[config.mk]
export PLATFORM = sky130hd
export DESIGN_NAME = keyscan_irq_flat
export DESIGN_NICKNAME = d
export VERILOG_FILES = /design/src/rtl/keyscan_irq_if.sv /design/src/rtl/keyscan_irq.sv /design/src/flat_wrapper.sv
export SDC_FILE = /design/constraint.sdc
export NUM_CORES = 1
export LEC_CHECK = 0
export ABC_AREA = 1
export BUFFER_PORTS_ARGS = -buffer_cell sky130_fd_sc_hd__buf_2
export CORE_AREA = 2 2 95 134
export CTS_BUF_LIST = sky130_fd_sc_hd__clkbuf_16
export DETAILED_ROUTE_END_ITERATION = 16
export DIE_AREA = 0 0 97 136
export GPL_TIMING_DRIVEN = 1
export PLACE_DENSITY = 0.55
export SYNTH_ARGS = -nofsm -noshare
export SYNTH_HDL_FRONTEND = slang
export SYNTH_SLANG_ARGS = --single-unit
export TNS_END_PERCENT = 100
[constraint.sdc]
create_clock -name clk -period 1.5 [get_ports clk]
set_input_delay 0.15 -clock clk [delete_from_list [all_inputs] [get_ports clk]]
set_output_delay 0.15 -clock clk [all_outputs]
set_load 0.01 [all_outputs]
[src/rtl/keyscan_irq_if.sv]
// Peripheral bus bundle shared with the LED/RGB port: 4-bit address,
// 8-bit write/read data, rw (1 = read) and chip select.
interface keyscan_irq_if;
    logic [3:0] Address;
    logic [7:0] DI;
    logic [7:0] DO;
    logic       rw;
    logic       cs;

    // CPU side drives the request, peripheral returns read data
    modport master (
        output Address,
        output DI,
        output rw,
        output cs,
        input  DO
    );

    modport slave (
        input  Address,
        input  DI,
        input  rw,
        input  cs,
        output DO
    );
endinterface

[src/rtl/keyscan_irq.sv]
// keyscan_irq: switch/key input controller. Synchronises {sw, key},
// debounces each bit on a prescaled sample tick, latches qualifying edges
// into a write-1-to-clear EVENT register and raises a maskable level irq.
module keyscan_irq #(
    parameter int TICK_DIV = 50000,
    parameter int STABLE_N = 4
) (
    input  logic               clk,
    input  logic               rst,
    keyscan_irq_if.slave       bus,
    input  logic [3:0]         sw,
    input  logic [3:0]         key,
    output logic               irq
);

    localparam int              PW         = (TICK_DIV > 1) ? $clog2(TICK_DIV) : 1;
    localparam logic [PW-1:0]   PRESC_LAST = PW'(TICK_DIV - 1);
    localparam logic [PW-1:0]   PRESC_ONE  = PW'(1);
    localparam logic [3:0]      CNT_LAST   = 4'(STABLE_N - 1);

    localparam logic [2:0] ADDR_STATE = 3'd0;
    localparam logic [2:0] ADDR_EVENT = 3'd1;
    localparam logic [2:0] ADDR_MASK  = 3'd2;
    localparam logic [2:0] ADDR_CTRL  = 3'd3;

    // Raw input ordering: switches in the upper nibble, keys in the lower
    logic [7:0]        raw_s;
    logic [7:0]        sync1_r;
    logic [7:0]        sync2_r;

    logic [PW-1:0]     presc_r;
    logic              tick_s;

    logic [7:0]        db_r;
    logic [7:0]        db_nxt_s;
    logic [7:0][3:0]   cnt_r;
    logic [7:0][3:0]   cnt_nxt_s;
    logic [7:0]        chg_s;

    logic [7:0]        rise_s;
    logic [7:0]        fall_s;
    logic [7:0]        qual_s;

    logic [7:0]        event_r;
    logic [7:0]        event_nxt_s;
    logic [7:0]        mask_r;
    logic [1:0]        ctrl_r;
    logic              irq_r;

    logic              wr_s;
    logic [2:0]        addr_s;
    logic              wr_event_s;
    logic              wr_mask_s;
    logic              wr_ctrl_s;
    logic [7:0]        w1c_s;
    logic [7:0]        rdata_s;

    // Address[3] is not part of the register decode
    logic              unused_addr_s;

    assign raw_s         = {sw, key};
    assign unused_addr_s = bus.Address[3];
    assign tick_s        = (presc_r == PRESC_LAST);
    assign irq           = irq_r;

    // Two-flop synchroniser for the asynchronous pins
    always_ff @(posedge clk) begin
        if (rst) begin
            sync1_r <= 8'h00;
            sync2_r <= 8'h00;
        end else begin
            sync1_r <= raw_s;
            sync2_r <= sync1_r;
        end
    end

    // Free-running sample prescaler, independent of bus traffic
    always_ff @(posedge clk) begin
        if (rst) begin
            presc_r <= '0;
        end else if (tick_s) begin
            presc_r <= '0;
        end else begin
            presc_r <= presc_r + PRESC_ONE;
        end
    end

    // Per-bit debounce: count consecutive differing ticks, accept on the STABLE_N-th
    always_comb begin
        db_nxt_s  = db_r;
        cnt_nxt_s = cnt_r;
        chg_s     = 8'h00;
        for (int i = 0; i < 8; i++) begin
            if (!tick_s) begin
                cnt_nxt_s[i] = cnt_r[i];
            end else if (sync2_r[i] == db_r[i]) begin
                // A matching sample restarts the run
                cnt_nxt_s[i] = 4'd0;
            end else if (cnt_r[i] == CNT_LAST) begin
                db_nxt_s[i]  = sync2_r[i];
                cnt_nxt_s[i] = 4'd0;
                chg_s[i]     = 1'b1;
            end else begin
                cnt_nxt_s[i] = cnt_r[i] + 4'd1;
            end
        end
    end

    // Debounced level and run counters
    always_ff @(posedge clk) begin
        if (rst) begin
            db_r  <= 8'h00;
            cnt_r <= {8{4'd0}};
        end else begin
            db_r  <= db_nxt_s;
            cnt_r <= cnt_nxt_s;
        end
    end

    // Edge qualification selected by CTRL[1:0]; 00 and 11 both mean rising
    always_comb begin
        rise_s = chg_s & db_nxt_s;
        fall_s = chg_s & ~db_nxt_s;
        case (ctrl_r)
            2'b01:   qual_s = fall_s;
            2'b10:   qual_s = rise_s | fall_s;
            default: qual_s = rise_s;
        endcase
    end

    // Bus write decode and read-data mux
    always_comb begin
        wr_s       = bus.cs && !bus.rw;
        addr_s     = bus.Address[2:0];
        wr_event_s = 1'b0;
        wr_mask_s  = 1'b0;
        wr_ctrl_s  = 1'b0;
        rdata_s    = 8'h00;
        case (addr_s)
            ADDR_STATE: begin
                rdata_s = db_r;
            end
            ADDR_EVENT: begin
                rdata_s    = event_r;
                wr_event_s = wr_s;
            end
            ADDR_MASK: begin
                rdata_s   = mask_r;
                wr_mask_s = wr_s;
            end
            ADDR_CTRL: begin
                rdata_s   = {6'b000000, ctrl_r};
                wr_ctrl_s = wr_s;
            end
            default: begin
                rdata_s = 8'h00;
            end
        endcase
        if (wr_event_s) begin
            w1c_s = bus.DI;
        end else begin
            w1c_s = 8'h00;
        end
        // Clear first, then set, so a new event on the same edge survives the W1C
        event_nxt_s = (event_r & ~w1c_s) | qual_s;
    end

    // Software-visible registers, read data and interrupt request
    always_ff @(posedge clk) begin
        if (rst) begin
            event_r <= 8'h00;
            mask_r  <= 8'h00;
            ctrl_r  <= 2'b00;
            bus.DO  <= 8'h00;
            irq_r   <= 1'b0;
        end else begin
            event_r <= event_nxt_s;
            if (wr_mask_s) begin
                mask_r <= bus.DI;
            end
            if (wr_ctrl_s) begin
                ctrl_r <= bus.DI[1:0];
            end
            // Any non-write cycle refreshes the read data, as on the LED port
            if (!wr_s) begin
                bus.DO <= rdata_s;
            end
            irq_r <= |(event_r & mask_r);
        end
    end

endmodule

[src/flat_wrapper.sv]
// flat-port wrapper written by rule: the top's interface ports become plain ports
module keyscan_irq_flat 
#(
    parameter int TICK_DIV = 50000,
    parameter int STABLE_N = 4
)
  (clk, rst, sw, key, irq, bus_Address, bus_DI, bus_rw, bus_cs, bus_DO);
  keyscan_irq_if bus_i ();
  input  logic clk;
  input  logic rst;
  input  logic [3:0] sw;
  input  logic [3:0] key;
  output logic irq;
  input wire logic [$bits(bus_i.Address)-1:0] bus_Address;
  input wire logic [$bits(bus_i.DI)-1:0] bus_DI;
  input wire logic [$bits(bus_i.rw)-1:0] bus_rw;
  input wire logic [$bits(bus_i.cs)-1:0] bus_cs;
  output wire logic [$bits(bus_i.DO)-1:0] bus_DO;
  assign bus_i.Address = bus_Address;
  assign bus_i.DI = bus_DI;
  assign bus_i.rw = bus_rw;
  assign bus_i.cs = bus_cs;
  assign bus_DO = bus_i.DO;
  keyscan_irq #(.TICK_DIV(TICK_DIV), .STABLE_N(STABLE_N)) u_core (.clk(clk), .rst(rst), .bus(bus_i), .sw(sw), .key(key), .irq(irq));
endmodule
## After elaboration in Yosys (flattened, before gate mapping)

Cells that the tools add are included.

- Add/subtract/negate cells: 9
- Equal/unequal tests: 22
- Muxes and demuxes: 70
- Bitwise logic cells: 8
- Reductions and logical operators: 5

Operator list:

| cell | count |
|---|---|
| 4-bit 2-to-1 mux | 16 |
| 1-bit 2-to-1 mux | 51 |
| 4-bit by 1-bit adder with 4-bit output, second input constant | 8 |
| 8-bit bitwise AND | 4 |
| 4-bit by 2-bit == test with 1-bit output, second input constant | 8 |
| 8-bit case mux with 4 select lines | 1 |
| 16-bit by 1-bit adder with 16-bit output, second input constant | 1 |
| 16-bit == test, second input constant | 1 |
| 8-bit NOT | 2 |
| 8-bit bitwise OR | 2 |
| 8-bit case mux with 2 select lines | 1 |
| 1-bit == test | 8 |
| 8-bit 2-to-1 mux | 1 |
| 8-bit OR reduction | 1 |
| 3-bit by 2-bit == test with 1-bit output, second input constant | 2 |
| 3-bit by 1-bit == test with 1-bit output, second input constant | 1 |
| 3-bit zero test | 1 |
| 2-bit by 1-bit == test with 1-bit output, second input constant | 1 |
| 2-bit == test, second input constant | 1 |
| 2-bit OR reduction | 1 |
| 1-bit logical AND | 1 |
| 1-bit zero test | 1 |

- Register bits: 99
- Output and inout port bits: 9
- Logic and storage cells: 131

## Longest topological paths before layout

- Depth after elaboration: 9
- Gate-level depth with buffers: 11

## Worst setup path after synthesis

No wires, ideal clock.

- Kind: flip-flop to flip-flop
- From: reg u_core.presc_r[0]
- To: reg u_core.event_r[2]
- Setup time: 0.069 ns
- Arrival: 1.459 ns
- Data required time: 1.431 ns
- Slack: -0.028 ns
- Stages on the path, launching flop included: 11
- Clock period less this slack: 1.528 ns
- Path through: dfxtp_1 > ha_1 > nand3_2 > nor2_8 > nand2_4 > buf_6 > nor3_2 > nand2_1 > inv_1 > nand2_1 > a21oi_2

- Word-level cells in the longest chain between the ends: 7

Ends and longest elaborated chain:

| item | RTL line | RTL |
|---|---|---|
| start, declared | keyscan_irq.sv:31 | `logic [PW-1:0] presc_r;` |
| start signal, assigned | keyscan_irq.sv:84 | `presc_r <= presc_r + PRESC_ONE;` |
| 16-bit == test (*) | keyscan_irq.sv:63 | `assign tick_s = (presc_r == PRESC_LAST);` |
| 1-bit 2-to-1 mux | keyscan_irq.sv:94 | `if (!tick_s) begin` |
| 8-bit NOT | keyscan_irq.sv:123 | `fall_s = chg_s & ~db_nxt_s;` |
| 8-bit bitwise AND | keyscan_irq.sv:123 |  |
| 8-bit bitwise OR | keyscan_irq.sv:126 | `2'b10: qual_s = rise_s \| fall_s;` |
| 8-bit case mux with 2 select lines (*) | keyscan_irq.sv:124 | `case (ctrl_r)` |
| 8-bit bitwise OR (*) | keyscan_irq.sv:165 | `event_nxt_s = (event_r & ~w1c_s) \| qual_s;` |
| end signal, assigned | keyscan_irq.sv:177 | `event_r <= event_nxt_s;` |
| end, declared | keyscan_irq.sv:44 | `logic [7:0] event_r;` |

Mark *: on every way between the ends. The rest lies on a longest branch, timed or not.
A chain may end at the register's enable or synchronous reset.

## Worst setup path after layout

- From: reg u_core.presc_r[0]
- To: reg u_core.event_r[5]

Same word-level chain as after synthesis.

==> metrics.yaml <==
finish:
  final_cell_mix: "113 x nand2_1, 95 x dfxtp_1, 72 x inv_1, 52 x nor2_1, 52 x nand3_1"
  stdcell_area_mm2: 0.00633
  drive_gt1_share_pct: 28.0
  area_growth_pct: 34.1
  fin_util_pct: 52.4
  nets: 768
  final_common_cell: "nand2_1"
  diodes: 0
power_and_ir_drop:
  seqPwrFrac_pct: 47.8
  clkPwrFrac_pct: 47.2
  p_leak_nw: 2.76
  p_switching_w: 0.00121
  power_density_mw_per_mm2: 887
  power_frac_comb_pct: 5.0
  internal_power_w: 0.00440
  ir_worst_vdd_uv: 496
  switching_share_pct: 21.6
timing:
  drv_slew: 0
  finalSetupViolCount: 35
  min_period_over_period_pct: 108
  fmax_ghz: 0.619
  timing.final.ws_setup_ps: -116
  tns_ps: -1750
  hold_viol_final: 0
  worstMarginPinSlew_ps: 670
  rsz0062_at_grt: "true"
  relSlewSlack_pct: 55.0
  skew_ps: 8.10
  min_period_ps: 1620
detailed_routing:
  via_per_inst: 4.93
  wl_per_cell_um: 13.7
  dr_total_vias: 4380
  drt-initial-drc-count: 170
  met1_length_um: 5070
  routed.top_layer: "met4"
  first_pass_iters: 4
  drc: 0
  ant_nets: 0
  met3_length_um: 255
  drt_wl_total_um: 12100
  route.met2.wl_um: 6430
logic_synthesis:
  seq_area_frac_synth_pct: 42.0
  yosys_warnings: 0
  synth_ff_type: "dfxtp_1"
  avgSynthCellArea_um2: 7.36
  synth_nets: 676
  synth-edff-count: 0
  ys_seq_elements: 99
  synthArstFlopShare_pct: 0
  synth_cell_type_count: 40
  syn_inst: 641
  syn_area_mm2: 0.00472
worst_setup_path:
  cpMaxStageDelayCell: "dfxtp_2"
  crit_chain: "ha_4, nand3_4, buf_12, nor2_8, buf_6, nand3_1, nand3_1, nand2_1, inv_1, nand2_1, a21oi_2"
  path_max_fanout: 8
  arrival_ps: 1900
  cp.required_ps: 1780
  reg2reg_depth: 11
  startpoint_type: "flop"
  end_kind: "flop"
  slowest_delay_ps: 360
  critical_path_class: "flop to flop"
floorplanning:
  boundaryPins: 33
  fp.dieW_um: 97
  die_h_um: 136
  rows: 48
  core_area_mm2: 0.0121
  dieArea_mm2: 0.0132
  start_util_pct: 39.1
place:
  port_buffers: 31
  dpl.hpwl_um: 8430
  gp_congestion: 0.796
  dpl_cell_area_mm2: 0.00537
clock_tree:
  cts-htree-levels: 3
  cts-root-buf: "clkbuf_16"
  cts_buffers: 9
  clkLatencyLatePin_ps: 350
  cts_buffer_depth: 2
  cts_tree: "yes"
  clk_pin_slew_ps: 70
  cts.sinks: 99
grt:
  antenna_found_initial: 0
  grt_pass1_wl_um: 20300
  first_global_vias: 4423
  grt_max_degree: 30
  grt_usage_pct: 18.8
  overflow: 0
outcome:
  violations: "setup timing"
  status: "complete, but fails checks"
worst_hold_path:
  min_path_type: "primary input to flop"
  min_path_cells: 3
flow_run:
  drv_cap: 0
critical path, delay by kind of cell (launching register included):
kind            cells  cell delay (ps)
simple gates        6              570
buf+inv             3              370
flops               1              360
fa+ha+maj           1              160
compound gates      1              110
cell type report:
cell class	instances	area [µm²]
clock inverter	7	116
timing repair buffer	96	757
fill	1150	5740
clock buffer	9	225
tap	150	188
inverter	79	308
multi-input combinational	448	2750
sequential	99	1990
stage by stage:
step | hold slack [ps] | total power, W | instances | worst slack [ps]
2_1_floorplan | 257 | 0.00287 | 641 | -3.08
3_3_place_gp | 347 | 0.00297 | 853 | -156
3_5_place_dp | 358 | 0.00297 | 853 | -228
4_1_cts | 2.65 | 0.00565 | 881 | -99.7
5_1_grt | 6.47 | 0.00579 | 888 | -195
6_report | 6.46 | 0.00561 | 888 | -116
power groups by stage:
stage,logic [W],clock network (W),registers (W)
final,0.000280,0.00265,0.00268
after global routing,0.000311,0.00279,0.00269
after CTS,0.000268,0.00270,0.00268
after detailed placement,0.000234,0,0.00274
after global placement,0.000232,0,0.00274
after floorplan,0.000138,0,0.00273
final timing paths:
check,endpoint,from,slack [ps]
setup / recovery,u_core.event_r[5],u_core.presc_r[0],-120
hold / removal,u_core.sync1_r[1],key[1],6
setup reg to reg,u_core.event_r[5],u_core.presc_r[0],-120
hold reg to reg,u_core.sync2_r[3],u_core.sync1_r[3],400
cell families after synthesis:
kind of cell	synth area share, %
DFF	42.0
xor gates and xnor gates	2.97
AOI/OAI and AO/OA	14.6
buffers and inverters	7.92
adders and majority gates	2.92
and+or+nand+nor	29.6
synth_stat cells (2+ instances only):
library cell	number	area [µm²]
a211oi_1	3	22.5
a21oi_1	52	260
a21oi_2	5	43.8
a221oi_1	2	17.5
a22o_1	2	17.5
buf_1	2	7.51
buf_2	4	20.0
clkbuf_1	8	30.0
dfxtp_1	99	1980
ha_1	11	138
inv_1	74	278
inv_2	4	15.0
nand2_1	129	484
nand2_2	3	18.8
nand2_4	2	22.5
nand3_1	59	295
nand3b_1	4	30.0
nand4_1	5	31.3
nor2_1	61	229
nor2_2	5	31.3
nor2_8	2	40.0
nor3_1	10	50.1
nor3_2	8	80.1
nor3b_1	7	52.6
o211a_1	4	40.0
o21ai_0	44	220
o221ai_1	3	26.3
o31ai_1	3	22.5
xnor2_1	9	78.8
xor2_1	7	61.3
timing repair:
| action | 4_1_cts | 5_1_grt |
|---|---|---|
| hold buffers | 5 | 0 |
| endpoints found under the hold margin | 5 | 0 |
| setup buffers | 5 | 8 |
| gates cloned | 2 | 0 |
| setup endpoints to repair | 47 | 55 |
| pin swaps | 6 | 11 |
| gates resized for setup | 73 | 57 |
per-layer routing:
metal	up-vias	GRT usage, %
met3	19	2.37
met4	0	9.00
met1	1999	19.9
li1	2292	-
met5	-	0
met2	70	36.5
state kept, by name, summed over array words and instances (netlist names):
| name | count |
|---|---|
| u_core.presc_r | 16 |
| u_core.bus.DO | 8 |
| u_core.cnt_r | 32 |
| u_core.mask_r | 8 |
| u_core.db_r | 8 |
| u_core.sync2_r | 8 |
| u_core.sync1_r | 8 |
| u_core.event_r | 8 |
| u_core.ctrl_r | 2 |
| u_core.irq | 1 |
Note: power is estimated with default switching activity, not from simulation.
